===== config.mk =====
export PLATFORM = sky130hd
export DESIGN_NAME = hazard_controller
export DESIGN_NICKNAME = d
export VERILOG_FILES = /design/src/rtl/hazard_controller.sv
export SDC_FILE = /design/constraint.sdc
export NUM_CORES = 1
export LEC_CHECK = 0
export ABC_AREA = 1
export BUFFER_PORTS_ARGS = -buffer_cell sky130_fd_sc_hd__buf_2
export CORE_MARGIN = 2
export CORE_UTILIZATION = 53
export CTS_CLUSTER_DIAMETER = 80
export CTS_CLUSTER_SIZE = 8
export DETAILED_ROUTE_END_ITERATION = 10
export GPL_ROUTABILITY_DRIVEN = 0
export HOLD_SLACK_MARGIN = 0.12
export PLACE_DENSITY_LB_ADDON = 0.05
export REMOVE_ABC_BUFFERS = 1
export SLEW_MARGIN = 5
export SYNTH_ARGS = -nofsm -noshare
export SYNTH_HDL_FRONTEND = slang
export SYNTH_SLANG_ARGS = --single-unit

===== constraint.sdc =====
create_clock -name clk -period 2 [get_ports clk]
set_input_delay 0.1 -clock clk [delete_from_list [all_inputs] [get_ports clk]]
set_output_delay 0.1 -clock clk [all_outputs]
set_load 0.01 [all_outputs]

===== src/rtl/hazard_controller.sv =====
// Pipeline sequencing controller: load-use stalls, taken-branch squashes and
// freezes the pipeline while a multi-cycle data access waits on the shared memory.
`default_nettype none

module hazard_controller #(
    parameter int TIMEOUT = 16,
    parameter int CNT_W   = 16
) (
    input  logic             clk,
    input  logic             rst,
    input  logic [4:0]       IF_ID_rs1,
    input  logic [4:0]       IF_ID_rs2,
    input  logic [4:0]       ID_EX_Rd,
    input  logic             ID_EX_MemRead,
    input  logic             EX_MEM_MemRead,
    input  logic             EX_MEM_MemWrite,
    input  logic             branch_taken,
    input  logic             mem_ready,
    output logic             PC_write,
    output logic             IF_ID_write,
    output logic             IF_ID_flush,
    output logic             ID_EX_bubble,
    output logic             pipe_freeze,
    output logic             mem_sel,
    output logic             mem_error,
    output logic [CNT_W-1:0] stall_cycles,
    output logic [CNT_W-1:0] flush_count
);

    localparam logic [0:0]       ST_RUN       = 1'b0;
    localparam logic [0:0]       ST_DATA_WAIT = 1'b1;
    localparam logic [4:0]       C_TIMEOUT    = 5'(TIMEOUT);
    localparam logic [CNT_W-1:0] C_CNT_MAX    = {CNT_W{1'b1}};

    logic [0:0]       state_q, state_d;
    logic [4:0]       wait_cnt_q, wait_cnt_d;
    logic             mem_error_q, mem_error_d;
    logic [CNT_W-1:0] stall_q, stall_d;
    logic [CNT_W-1:0] flush_q, flush_d;

    logic dreq, lu;
    logic frozen, complete, abort;

    assign dreq = EX_MEM_MemRead | EX_MEM_MemWrite;
    assign lu   = ID_EX_MemRead && (ID_EX_Rd != 5'd0) &&
                  ((ID_EX_Rd == IF_ID_rs1) || (ID_EX_Rd == IF_ID_rs2));

    // State register and performance counters
    always_ff @(posedge clk or posedge rst) begin
        if (rst) begin
            state_q     <= ST_RUN;
            wait_cnt_q  <= 5'd0;
            mem_error_q <= 1'b0;
            stall_q     <= '0;
            flush_q     <= '0;
        end else begin
            state_q     <= state_d;
            wait_cnt_q  <= wait_cnt_d;
            mem_error_q <= mem_error_d;
            stall_q     <= stall_d;
            flush_q     <= flush_d;
        end
    end

    // Next-state logic; the abort cycle is treated as a completion cycle
    always_comb begin
        frozen     = 1'b0;
        complete   = 1'b0;
        abort      = 1'b0;
        state_d    = state_q;
        wait_cnt_d = wait_cnt_q;
        case (state_q)
            ST_RUN: begin
                if (dreq) begin
                    if (mem_ready) begin
                        complete = 1'b1;
                    end else begin
                        frozen     = 1'b1;
                        state_d    = ST_DATA_WAIT;
                        wait_cnt_d = 5'd1;
                    end
                end
            end
            ST_DATA_WAIT: begin
                if (mem_ready) begin
                    complete = 1'b1;
                end else if (wait_cnt_q >= C_TIMEOUT) begin
                    abort    = 1'b1;
                    complete = 1'b1;
                end else begin
                    frozen     = 1'b1;
                    wait_cnt_d = wait_cnt_q + 5'd1;
                end
                if (complete) begin
                    state_d    = ST_RUN;
                    wait_cnt_d = 5'd0;
                end
            end
            default: begin
                state_d    = ST_RUN;
                wait_cnt_d = 5'd0;
            end
        endcase
    end

    // Output logic
    always_comb begin
        PC_write     = 1'b1;
        IF_ID_write  = 1'b1;
        IF_ID_flush  = 1'b0;
        ID_EX_bubble = 1'b0;
        pipe_freeze  = 1'b0;
        mem_sel      = 1'b0;
        if (rst) begin
            PC_write     = 1'b0;
            IF_ID_write  = 1'b0;
            ID_EX_bubble = 1'b1;
        end else if (frozen) begin
            PC_write    = 1'b0;
            IF_ID_write = 1'b0;
            pipe_freeze = 1'b1;
            mem_sel     = 1'b1;
        end else begin
            if (complete) begin
                mem_sel     = 1'b1;
                PC_write    = 1'b0;
                IF_ID_flush = 1'b1;
            end
            if (branch_taken) begin
                PC_write     = 1'b1;
                IF_ID_write  = 1'b1;
                IF_ID_flush  = 1'b1;
                ID_EX_bubble = 1'b1;
            end else if (lu) begin
                PC_write     = 1'b0;
                IF_ID_write  = 1'b0;
                IF_ID_flush  = 1'b0;
                ID_EX_bubble = 1'b1;
            end
        end

        mem_error_d = abort;
        stall_d     = stall_q;
        flush_d     = flush_q;
        if (!PC_write && (stall_q != C_CNT_MAX)) begin
            stall_d = stall_q + 1'b1;
        end
        if (!frozen && branch_taken && (flush_q != C_CNT_MAX)) begin
            flush_d = flush_q + 1'b1;
        end
    end

    assign mem_error    = mem_error_q;
    assign stall_cycles = stall_q;
    assign flush_count  = flush_q;

endmodule

`default_nettype wire


=== Yosys cells after proc, flatten, opt, wreduce, memory -nomap -nowiden ===
Index checks and enable logic that the tools add are counted.

* Memory bits (writable): 0
* Bits in latches: 0
* Logic and storage cells: 72
* Input port bits: 22
* Output and inout port bits: 39
* ROM bits: 0
* Memories kept: 0
* Register bits: 39

* Equal/unequal tests: 8
* Bitwise gates (word level): 2
* Shift-type cells: 0
* $lt $le $gt $ge: 1
* Add/sub/neg operators: 3
* Muxes and demuxes: 43
* Div/mod/pow operators: 0
* Multipliers: 0
* Reduce and logical (&&, ||, !) cells: 10

{| class="wikitable"
|+ Operators with widths
! operator !! number
|-
| 1-bit 2-to-1 mux || 34
|-
| 16-bit by 1-bit adder with 16-bit output (second input constant) || 2
|-
| 16-bit != test (second input constant) || 2
|-
| 5-bit 2-to-1 mux || 5
|-
| 5-bit equality test || 2
|-
| 5-bit case mux with 2 select lines || 1
|-
| 3-bit by 2-bit != test with 1-bit output (second input constant) || 2
|-
| 1-bit case mux with 2 select lines || 3
|-
| 5-bit by 1-bit adder with 5-bit output (second input constant) || 1
|-
| 5-bit greater-or-equal comparator (second input constant) || 1
|-
| 1-bit logical AND || 5
|-
| 5-bit nonzero test || 1
|-
| 2-bit != test (second input constant) || 2
|-
| 4-bit AND reduction || 1
|-
| 1-bit zero test || 2
|-
| 1-bit logical OR || 1
|-
| 1-bit inverter || 1
|-
| 1-bit bitwise OR || 1
|}

=== Depth between registers and ports, before layout ===
* Depth in word-level cells: 12
* Depth in mapped cells: 14
* Mapped depth without buffers: 13

=== Worst setup path before layout ===
No wires, ideal clock.

* Path kind: reg-to-reg
* From: register stall_q[0], in the netlist stall_cycles[0]
* To: register stall_q[15], in the netlist stall_cycles[15]
* Clock period less this slack: 1.707 ns
* Data arrival time: 1.589 ns
* Cell stages (with the launch flop): 10
* Library setup time: 0.118 ns
* Buffers on the path: 1
* Slack: 0.293 ns
* Data required time: 1.882 ns
* Cells stage by stage: dfrtp_1 ha_1 nand3_1 nor2_4 nand2_2 nor2_1 nand3_2 buf_2 nand3_1 nand2_1

* Longest elaborated chain between the ends: 2
* Elaborated cells on any way between the ends: 3
* Those cells by class: 1 x add/sub; 1 x eq/ne; 1 x reduce/logical

{| class="wikitable"
|+ RTL lines
! item !! line !! RTL
|-
| from (decl) || 38 || <nowiki>logic [CNT_W-1:0] stall_q, stall_d;</nowiki>
|-
| from (signal assigned) || 60 || <nowiki>stall_q <= stall_d;</nowiki>
|-
| parallel branches: the longest is 2 deep, another holds 16-bit by 1-bit adder with 16-bit output || -- ||
|}

Several ways; the timed one is not identified.
A chain may end at the register's enable or synchronous reset.

=== Worst setup path in the final report ===
* From: register stall_q[0], in the netlist stall_cycles[0]
* To: register stall_q[5], in the netlist stall_cycles[5]

The elaborated chain is that of the path after synthesis.

==> results <==
- The mean number of vias per cell is 5.030.
- The cell count after synthesis came out at 312.
- The total DRC errors in the routed layout is 0.
- The relative slew slack is 0.7059.
- The total standard cell area after synthesis is 2390 um^2.
- The aggregate routed wire length is 5.160 mm.
- The post-detailed-placement cell area is 2768 um^2.
- The setup clock skew after layout is 0.004851 ns.
- At the later pin of the worst-skew pair, clock insertion delay measures 0.29 ns.
- The initial standard-cell utilization of the core is 0.5489.
- The area share of the largest cell type after synthesis is 0.4084.
- The number of antenna violations at the first check in global routing is 0.
- 0 antenna diodes ended up in the layout.
- The final-layout setup total negative slack is 0 ns.
- Dividing the detail-routed wire length by the instance count gives 11.83 um.
- The number of maximum-capacitance constraint violations is 0.
- The total routing resource utilization after global routing is 0.2142.
- The post-detailed-placement half-perimeter wirelength is 3.816 mm.
- In this run the worst path has a maximum fanout of 11.
- The count of different cell masters after synthesis is 29.
- The path depth of the worst reg2reg path is 9.
- The maximum vdd ir drop is 713.7 uV.
- The total power density per cell area is 853.7 nW/um^2.
- The startpoint identified for the worst hold timing path is branch_taken.
- Setup repair after global routing left no endpoint under its margin.
- The via count of the first global-routing pass is 2036.
- The nature of the critical path endpoint is a flip-flop.
- A synthesized cell averages 7.660 um^2.
- The cell sitting at the root of the clock tree is a sky130_fd_sc_hd__clkbuf_8.
- The most common cell after layout, fill and taps aside is sky130_fd_sc_hd__nand2_1.
- At the worst endpoint, the arrival time is 2.00 ns.
- The CTS tree is built.
- The number of CTS-inserted buffers is 5.
- Yosys printed 0 warnings.
- The power consumption is 0.002494 W.
- The filler cell count is 385.
- The global-route wire length before repair is 8.763 mm.
- The layout-stage area growth over the synthesis result is 22.25%.
- Pin placement for this block handled 61 I/O pins.
- In the final layout, the share of cells above drive strength 1 is 0.2292.
- Static timing analysis puts the maximum clock frequency at 549.7 MHz.
- The min-delay analysis places its worst path in the category input pin to flip-flop.
- In this run the tool buffered the top-level ports with 60 buffer cells.
- The critical setup path kind is flip-flop to flip-flop.
- The run finished with clean final reports.
- In this run the critical register-to-register path is captured at stall_cycles[5].
- The number of optimization iterations in the first detailed-route pass is 4.
- The number of nets with antenna violations after routing is 0.
- Once layout is done, the placed cells without fillers occupy 2922 um^2.
- For this design the static power due to leakage is 1.623 nW.
- The sink of the worst hold path is flush_count[0].
- The overall via count from detail_route is 2193.
- The post-synthesis cell type with the largest combined area is sky130_fd_sc_hd__dfrtp_1.
- The worst hold path passes through 3 cells.
- The reg-to-reg startpoint is stall_cycles[0].
- The die span in y is 71.15 um.
- Once layout is complete, the utilization of the core stands at 0.6710.
- The post-route fraction of the period consumed by the critical path is 0.9095.
- The number of placement rows is 24.
- The starting DRC count in detailed routing is 123.
- The number of clock sinks seen by CTS is 39.
- The final layout net count is 408.
- Once placement completed, the tool counted placed cells totaling 426.
- Ranked by total cell area, the synthesized netlist is headed by sky130_fd_sc_hd__dfrtp_1, sky130_fd_sc_hd__nand2_1, sky130_fd_sc_hd__nand3_1, sky130_fd_sc_hd__xor2_1, sky130_fd_sc_hd__inv_1.
- The H-tree was split into 2 levels.
- The longest clock path from root to sink contains 2 buffers.
- Setup violations remaining at the end of the flow were counted as 0.
- For the worst setup path, the data required time is 2.18 ns.
- The portion of the post-synthesis area used by sequential elements is 0.4084.
- The worst setup path is launched from a flip-flop.
- The die footprint is 5062 um^2.
- Summed over all layers, the global routing overflow is 0.
- Entering global routing, the biggest net connects 24 pins.
- The clock-pin slew on the worst setup and hold paths is 0.07 ns.
- The chip width is 71.15 um.
- The count of endpoints failing hold in the final timing report is 0.
- Across all register-to-register paths, the minimum setup slack is 0.18 ns.
- For this run, the number of standard cells in the final layout without fillers is 436.
- The clock period could shrink to 1.819 ns.
- The final-report max-slew violation count is 0.
- The region available for standard cell placement spans 4354 um^2.
- Counting flops and latches in the post-synthesis netlist gives 39.
- At the pin with the least slew margin, the transition time is 0.4371 ns.
- In the layout the commonest cells are sky130_fd_sc_hd__nand2_1, sky130_fd_sc_hd__buf_2, sky130_fd_sc_hd__nand3_1.
[Yosys cell counts, drive strengths merged]
cell type	number
and3	1
dfrtp	39
xnor2	14
o21ai	8
a21oi	2
nor4	3
nand4	6
inv	37
nor3	7
a31oi	2
ha	3
xor2	16
buf	5
o22ai	1
nor2	23
nand2	104
nand3	41
[per-stage QoR]
| stage | hold WS (ns) | setup WS, ns |
|---|---|---|
| after floorplan | 0.1735 | 0.2675 |
| after global placement | 0.2628 | 0.2432 |
| after detailed placement | 0.2807 | 0.1931 |
| after CTS | 0.2366 | 0.1608 |
| after global routing | 0.2732 | 0.01823 |
| final | 0.2432 | 0.1810 |
[critical path, cell delays in order, from the launching register on]
cell,delay (ns)
sky130_fd_sc_hd__dfrtp_1,0.41
sky130_fd_sc_hd__ha_1,0.20
sky130_fd_sc_hd__nand3_1,0.16
sky130_fd_sc_hd__nor2_4,0.18
sky130_fd_sc_hd__nand2_2,0.09
sky130_fd_sc_hd__nor2_1,0.11
sky130_fd_sc_hd__nand3_2,0.17
sky130_fd_sc_hd__buf_4,0.23
sky130_fd_sc_hd__nand3_1,0.09
sky130_fd_sc_hd__nand2_1,0.07
[layout make-up]
type / instances / area, um^2 / share of cell area
repair buffers: 69 / 372.9 / 0.1276
flip-flops and latches: 39 / 977.2 / 0.3345
clock buffers: 6 / 72.57 / 0.02484
clock inverters: 2 / 60.06 / 0.02056
multi-input cells: 231 / 1235 / 0.4227
well taps: 52 / 65.06 / 0.02227
inverters: 37 / 138.9 / 0.04754
[kinds of logic (layout without fill, tap and decap cells)]
kind of cell	count (synthesis)	after routing	synth area share
simple gates	185	185	0.3576
buf+inv	42	114	0.07487
flops	39	39	0.4084
xor+xnor	30	30	0.1099
compound gates	13	13	0.03351
fa+ha+maj	3	3	0.01571
[per-layer routing]
| layer | part of all wire | global-route usage | vias up |
|---|---|---|---|
| li1 | - | - | 1130 |
| met1 | 0.48 | 0.2900 | 1001 |
| met2 | 0.45 | 0.3436 | 57 |
| met3 | 0.053 | 0.03989 | 5 |
| met4 | 0.011 | 0.07757 | 0 |
| met5 | 0 | 0 | - |
[how the worst max path moves through the flow]
| stage | start | endpoint | slack (ns) |
|---|---|---|---|
| finish | stall_cycles[0] | stall_cycles[5] | 0.18 |
| global route | stall_cycles[0] | stall_cycles[8] | 0.02 |
| CTS | state_q | PC_write | 0.16 |
| detailed placement | stall_cycles[0] | stall_cycles[5] | 0.19 |
| global placement | stall_cycles[0] | stall_cycles[4] | 0.24 |
| floorplan | stall_cycles[0] | stall_cycles[11] | 0.27 |
[timing repair]
action | CTS | global route
setup buffers | 0 | 0
endpoints found under the hold margin | 40 | 0
setup endpoints to repair | 0 | 1
resized for setup | 0 | 1
hold buffers | 2 | 0
[sequential cells by signal (all words and copies together) (netlist names)]
signal and cells:
stall_cycles 16, flush_count 16, wait_cnt_q 5, state_q 1
mem_error 1
[power breakdown]
group / leakage, nW / total [W] / switching (W) / internal, W
clock: 0.0654 / 0.000774 / 0.000275 / 0.000499
combinational: 1.05 / 0.000669 / 0.000377 / 0.000293
sequential: 0.511 / 0.00105 / 0.000141 / 0.000910
total: 1.62 / 0.00249 / 0.000792 / 0.00170
(Power assumes the default switching activity.)
